`src/rtl/mem_access_pkg.sv`:
```
// mem_access_pkg: opcodes, FSM states, byte-enable constants and opcode helpers for mem_access
package mem_access_pkg;
  typedef enum logic [3:0] {
    OP_NOP, OP_ADD, OP_LB, OP_LBU, OP_LH, OP_LHU, OP_LW, OP_SB, OP_SH, OP_SW
  } opcode_t;
  typedef enum logic [1:0] {IDLE, REQ, RDATA, DONE} mem_state_t;
  localparam logic [3:0] BE_BYTE = 4'b0001;
  localparam logic [3:0] BE_HALF = 4'b0011;
  localparam logic [3:0] BE_WORD = 4'b1111;
  function automatic logic is_load(opcode_t op);
    return op inside {OP_LB, OP_LBU, OP_LH, OP_LHU, OP_LW};
  endfunction
  function automatic logic is_store(opcode_t op);
    return op inside {OP_SB, OP_SH, OP_SW};
  endfunction
  function automatic logic is_byte(opcode_t op);
    return op inside {OP_LB, OP_LBU, OP_SB};
  endfunction
  function automatic logic is_half(opcode_t op);
    return op inside {OP_LH, OP_LHU, OP_SH};
  endfunction
  function automatic logic [3:0] byte_enable(opcode_t op, logic [1:0] a);
    return is_byte(op) ? BE_BYTE << a : is_half(op) ? BE_HALF << {a[1], 1'b0} : BE_WORD;
  endfunction
endpackage

```
`src/rtl/mem_access_if.sv`:
```
// mem_access_if: 32-bit Avalon-style data bus between the load/store unit and data memory
interface mem_access_if;
  logic [31:0] address;
  logic        read;
  logic        write;
  logic [3:0]  byteenable;
  logic [31:0] writedata;
  logic        waitrequest;
  logic [31:0] readdata;
  modport master(output address, read, write, byteenable, writedata, input waitrequest, readdata);
  modport slave(input address, read, write, byteenable, writedata, output waitrequest, readdata);
endinterface

```
`src/rtl/mem_access_load_align.sv`:
```
// load_align: selects the addressed byte/half lane of readdata and sign- or zero-extends it
module load_align
  import mem_access_pkg::*;
(
  input  logic [31:0] readdata,
  input  logic [1:0]  ea,
  input  opcode_t     opcode,
  output logic [31:0] result
);
  logic [7:0]  b;
  logic [15:0] h;
  // lane select followed by extension chosen by the load opcode
  always_comb begin
    b = readdata[{ea, 3'b000} +: 8];
    h = ea[1] ? readdata[31:16] : readdata[15:0];
    result = opcode == OP_LB  ? {{24{b[7]}}, b} :
             opcode == OP_LBU ? {24'h0, b} :
             opcode == OP_LH  ? {{16{h[15]}}, h} :
             opcode == OP_LHU ? {16'h0, h} :
             opcode == OP_LW  ? readdata : '0;
  end
endmodule

```
`src/rtl/mem_access.sv`:
```
// mem_access: load/store unit issuing one Avalon transaction per LB/LBU/LH/LHU/LW/SB/SH/SW; MEM_ACCESS_ALIGN_CHECK_EN enables misalignment errors
module mem_access
  import mem_access_pkg::*;
(
  input  logic        clk,
  input  logic        reset,
  input  logic        start_i,
  input  opcode_t     opcode_i,
  input  logic [31:0] effective_address_i,
  input  logic [31:0] rt_i,
  output logic        busy_o,
  output logic        done_o,
  output logic [31:0] load_data_o,
  output logic        addr_error_o,
  mem_access_if.master bus
);
  mem_state_t  state, state_n;
  opcode_t     op_q;
  logic [31:0] ea_q, rt_q, ld_q, ld_ext;
  logic        err_q, go, mis;
  assign go = start_i && (is_load(opcode_i) || is_store(opcode_i));
`ifdef MEM_ACCESS_ALIGN_CHECK_EN
  assign mis = (is_half(opcode_i) && effective_address_i[0]) ||
               (opcode_i inside {OP_LW, OP_SW} && |effective_address_i[1:0]);
`else
  assign mis = 1'b0;
`endif
  load_align u_align (.readdata(bus.readdata), .ea(ea_q[1:0]), .opcode(op_q), .result(ld_ext));
  // state register
  always_ff @(posedge clk)
    if (reset) state <= IDLE;
    else state <= state_n;
  // next state: misaligned requests skip the bus and finish immediately
  always_comb begin
    state_n = state;
    case (state)
      IDLE:    state_n = go ? (mis ? DONE : REQ) : IDLE;
      REQ:     state_n = bus.waitrequest ? REQ : is_load(op_q) ? RDATA : DONE;
      RDATA:   state_n = DONE;
      default: state_n = IDLE;
    endcase
  end
  // request capture in IDLE, aligned load result capture in RDATA
  always_ff @(posedge clk)
    if (reset) begin
      op_q  <= OP_NOP;
      ea_q  <= '0;
      rt_q  <= '0;
      ld_q  <= '0;
      err_q <= 1'b0;
    end else if (state == IDLE && go) begin
      op_q  <= opcode_i;
      ea_q  <= effective_address_i;
      rt_q  <= rt_i;
      ld_q  <= '0;
      err_q <= mis;
    end else if (state == RDATA) ld_q <= ld_ext;
  // outputs decoded from state; bus signals are held constant for the whole REQ phase
  always_comb begin
    busy_o         = state != IDLE;
    done_o         = state == DONE;
    load_data_o    = state == DONE ? ld_q : '0;
    addr_error_o   = state == DONE && err_q;
    bus.read       = state == REQ && is_load(op_q);
    bus.write      = state == REQ && is_store(op_q);
    bus.address    = state == REQ ? {ea_q[31:2], 2'b00} : '0;
    bus.byteenable = state == REQ ? byte_enable(op_q, ea_q[1:0]) : '0;
    bus.writedata  = !bus.write ? '0 : is_byte(op_q) ? {4{rt_q[7:0]}} :
                     is_half(op_q) ? {2{rt_q[15:0]}} : rt_q;
  end
endmodule

```
`src/flat_wrapper.sv`:
```
// flat-port wrapper written by rule: the top's interface ports become plain ports
module mem_access_flat import mem_access_pkg::*;
  (clk, reset, start_i, opcode_i, effective_address_i, rt_i, busy_o, done_o, load_data_o, addr_error_o, bus_address, bus_read, bus_write, bus_byteenable, bus_writedata, bus_waitrequest, bus_readdata);
  mem_access_if bus_i ();
  input  logic clk;
  input  logic reset;
  input  logic start_i;
  input  opcode_t opcode_i;
  input  logic [31:0] effective_address_i;
  input  logic [31:0] rt_i;
  output logic busy_o;
  output logic done_o;
  output logic [31:0] load_data_o;
  output logic addr_error_o;
  output wire logic [$bits(bus_i.address)-1:0] bus_address;
  output wire logic [$bits(bus_i.read)-1:0] bus_read;
  output wire logic [$bits(bus_i.write)-1:0] bus_write;
  output wire logic [$bits(bus_i.byteenable)-1:0] bus_byteenable;
  output wire logic [$bits(bus_i.writedata)-1:0] bus_writedata;
  input wire logic [$bits(bus_i.waitrequest)-1:0] bus_waitrequest;
  input wire logic [$bits(bus_i.readdata)-1:0] bus_readdata;
  assign bus_address = bus_i.address;
  assign bus_read = bus_i.read;
  assign bus_write = bus_i.write;
  assign bus_byteenable = bus_i.byteenable;
  assign bus_writedata = bus_i.writedata;
  assign bus_i.waitrequest = bus_waitrequest;
  assign bus_i.readdata = bus_readdata;
  mem_access u_core (.clk(clk), .reset(reset), .start_i(start_i), .opcode_i(opcode_i), .effective_address_i(effective_address_i), .rt_i(rt_i), .busy_o(busy_o), .done_o(done_o), .load_data_o(load_data_o), .addr_error_o(addr_error_o), .bus(bus_i));
endmodule
```
`config.mk`:
```
export PLATFORM = sky130hd
export DESIGN_NAME = mem_access_flat
export DESIGN_NICKNAME = d
export VERILOG_FILES = /design/src/rtl/mem_access_pkg.sv /design/src/rtl/mem_access_if.sv /design/src/rtl/mem_access_load_align.sv /design/src/rtl/mem_access.sv /design/src/flat_wrapper.sv
export SDC_FILE = /design/constraint.sdc
export NUM_CORES = 1
export LEC_CHECK = 0
export CAP_MARGIN = 20
export CORE_ASPECT_RATIO = 1.75
export CORE_MARGIN = 2
export CORE_UTILIZATION = 30
export CTS_BUF_LIST = sky130_fd_sc_hd__clkbuf_8
export CTS_CLUSTER_DIAMETER = 30
export CTS_CLUSTER_SIZE = 10
export DETAILED_ROUTE_END_ITERATION = 8
export PLACE_DENSITY = 0.68
export RECOVER_POWER = 50
export REMOVE_ABC_BUFFERS = 1
export SLEW_MARGIN = 25
export SYNTH_ARGS = -nofsm -noshare
export SYNTH_HDL_FRONTEND = slang
export SYNTH_HIERARCHICAL = 1
export SYNTH_SLANG_ARGS = --single-unit
```
`constraint.sdc`:
```
create_clock -name clk -period 5.09 [get_ports clk]
set_input_delay 0.7635 -clock clk [delete_from_list [all_inputs] [get_ports clk]]
set_output_delay 0.7635 -clock clk [all_outputs]
set_load 0.005 [all_outputs]
```
==> run summary <==
delay-heaviest family, CP - buffers and inverters
Port Buf Inserts - 205
cell count after synthesis - 756
number of synthesized flops with an enable pin - 0
CTS Hold Buffers Added - 0
share of cells above drive strength 1 - 4.80%
instance count on the critical path - 5
Hold WC Path Type - reg2reg
first-pass GRT wire length - 29600 um
met1 wire length - 7620 um
total track usage - 18.2%
dpl hpwl - 14100 um
slew margin rel. - -51.9%
Seq cells post-synth - 102
Layout area overhead - 39.2%
WP buf/inv - 3
Netlist cell types - 53
chip height - 189 um
largest net degree at the start of global routing - 70
status - finished with violations
Final ANT Viol Nets - 0
critical path cell sequence - clkdlybuf4s50_1 -> clkinvlp_2 -> buf_4 -> nand2_1 -> mux2i_1
final critical-path share of the clock period - 80.9%
Via density - 5.04
hold depth - 2
CP max-delay cell - clkinvlp_2
area of the multi-input gates - 3450 um2
actual slew at the worst max-slew pin - 2270 ps
DRT Wirelength - 19300 um
via count - 5837
kind of critical path - in2reg
required time of the critical path - 5340 ps
min Tclk post-route - 4120 ps
1st-pass router iterations - 4
Final TNS setup - 0 ps
CTS Buf Count - 9
failing checks - max-capacitance violations, max-slew violations
sequential element share of the synthesized area - 34.8%
DR WL met2 - 9940 um
DR top layer - met4
final routed DRC violation total - 0
DR WL/cell - 16.7 um
delay of the slowest critical-path stage - 1760 ps
worst vdd ir - 0.000136 V
Max Root-Sink Buffers - 2
fillcell total - 1989
Hold Slack - 456 ps
Primary FF master, synth - dfxtp_1
Post-synth ARST share - 0%
area of the mapped netlist - 5870 um2
clock-pin slew on the worst setup and hold paths - 110 ps
wire length on met3 - 1310 um
Final nets - 1016
Placeable Area - 19200 um2
row count - 67
FMAX - 243 MHz
Worst Setup End Kind - flop
clock sink count - 102
Final Wtd Congestion - 0.860
CP Data Arrival Time - 4370 ps
Post-Route Skew - 18.3 ps
final hold viol count - 0
Critical Path Fanout Max - 69
IO Pins - 209
die width - 110 um
RSZ-0062 raised after global routing - no
CTS HTree Levels - 3
Die ar. - 20700 um2
final setup fails - 0
Avg Cell Area, Syn - 7.76 um2
Reg area - 2040 um2
worst skew pair latency - 380 ps
Setup Buffers After CTS - 0
Reg2Reg Depth - 5
maxcap violations - 1
initial antenna violation count - 0
GRT Residual Overflow - 0
Static Leak - 0.00310 uW
Starting Density - 30.6%
post-CTS resize count - 0
CTS tree - built
Synth Warn # - 6
vias in the first global route - 5504
crit start category - primary input
Root Driver - clkbuf_8
ANT cells - 0
PwrDens - 221 nW/um2
initial DRC count - 266
Max Slew Vio Count - 70
==> synth_stat cells (8+ instances only) <==
cell	n	area share [%]
clkbuf_1	46	2.9
a21oi_1	41	3.5
o21ai_0	34	2.9
buf_2	12	1.0
nor3_1	8	0.68
and3_1	33	3.5
mux2i_1	83	14
dfxtp_1	102	35
a221o_1	14	2.4
o211ai_1	16	2.0
a311oi_1	9	1.3
and2_1	32	3.4
inv_1	11	0.70
nor2_1	26	1.7
nand3_1	17	1.5
nand2_1	199	13
==> worst paths after layout <==
| kind | startpoint | to | slack (ps) |
|---|---|---|---|
| worst max register to register | u_core/op_q[1]$_SDFFE_PP0P_ | u_core/ld_q[26]$_SDFFE_PP0P_ | 2430 |
| worst min register to register | u_core/ld_q[0]$_SDFFE_PP0P_ | u_core/ld_q[0]$_SDFFE_PP0P_ | 460 |
| worst max-delay path | reset | u_core/ea_q[20]$_SDFFE_PP0P_ | 970 |
| worst min-delay path | u_core/ld_q[0]$_SDFFE_PP0P_ | u_core/ld_q[0]$_SDFFE_PP0P_ | 460 |
==> sequential cells by signal, summed over array words and instances, names as in the netlist <==
register      flops
u_core/ea_q      32
u_core/ld_q      32
u_core/op_q       4
u_core/rt_q      32
u_core/state      2
==> logic make-up (layout without fill, tap and decap cells) <==
family | Yosys count | in the layout | share of synthesized area, %
other cells | 1 | 3 | 0.0639
compound gates | 134 | 134 | 15.0
mux | 85 | 85 | 14.7
buf+inv | 85 | 244 | 6.97
flops | 102 | 102 | 34.8
simple gates | 349 | 349 | 28.4
==> final cells by class <==
cell class	count	area share, %
sequential	102	25.0
timing repair buffer	215	26.1
clock inverter	7	0.843
multi-input combinational	571	42.2
inverter	13	0.613
tap	241	3.69
clock buffer	9	1.52
==> cell usage in the layout (no fill, tap or decap), types with 16 or more instances in the layout <==
cell type          n
dlygate4sd3_1     26
clkdlybuf4s50_1  179
o211ai_1          16
nand2_1          199
o21ai_0           34
nand3_1           17
dfxtp_1          102
and3_1            33
a21oi_1           41
nor2_1            26
mux2i_1           83
and2_1            32
==> through the flow <==
stage               power, uW  instances  area, um2  worst slack [ps]  util, %
floorplan                1100        686       5510              1060        -
global placement         1300       1141       7970              1500     41.5
detailed placement       1310       1142       7980              1620     41.6
CTS                      1840       1158       8180              1150     42.6
global route             1900       1158       8170               477     42.5
finish                   1810       1158       8170               973     42.5
==> where the power goes <==
part | switching (uW) | internal, uW
clock network | 331 | 190
registers | 43.2 | 840
logic | 207 | 196
total | 581 | 1230
==> metal layers <==
metal / GRT usage (%) / up-vias
li1: - / 2894
met1: 20.9 / 2706
met2: 32.9 / 209
met3: 3.89 / 28
met4: 5.84 / 0
met5: 0 / -
==> tightest hold or removal path: stages (launching register included) <==
cell and delay, ps:
dfxtp_1 320, nand2_1 50, a21oi_1 50
No activity file was read; power rests on OpenSTA's default activity.
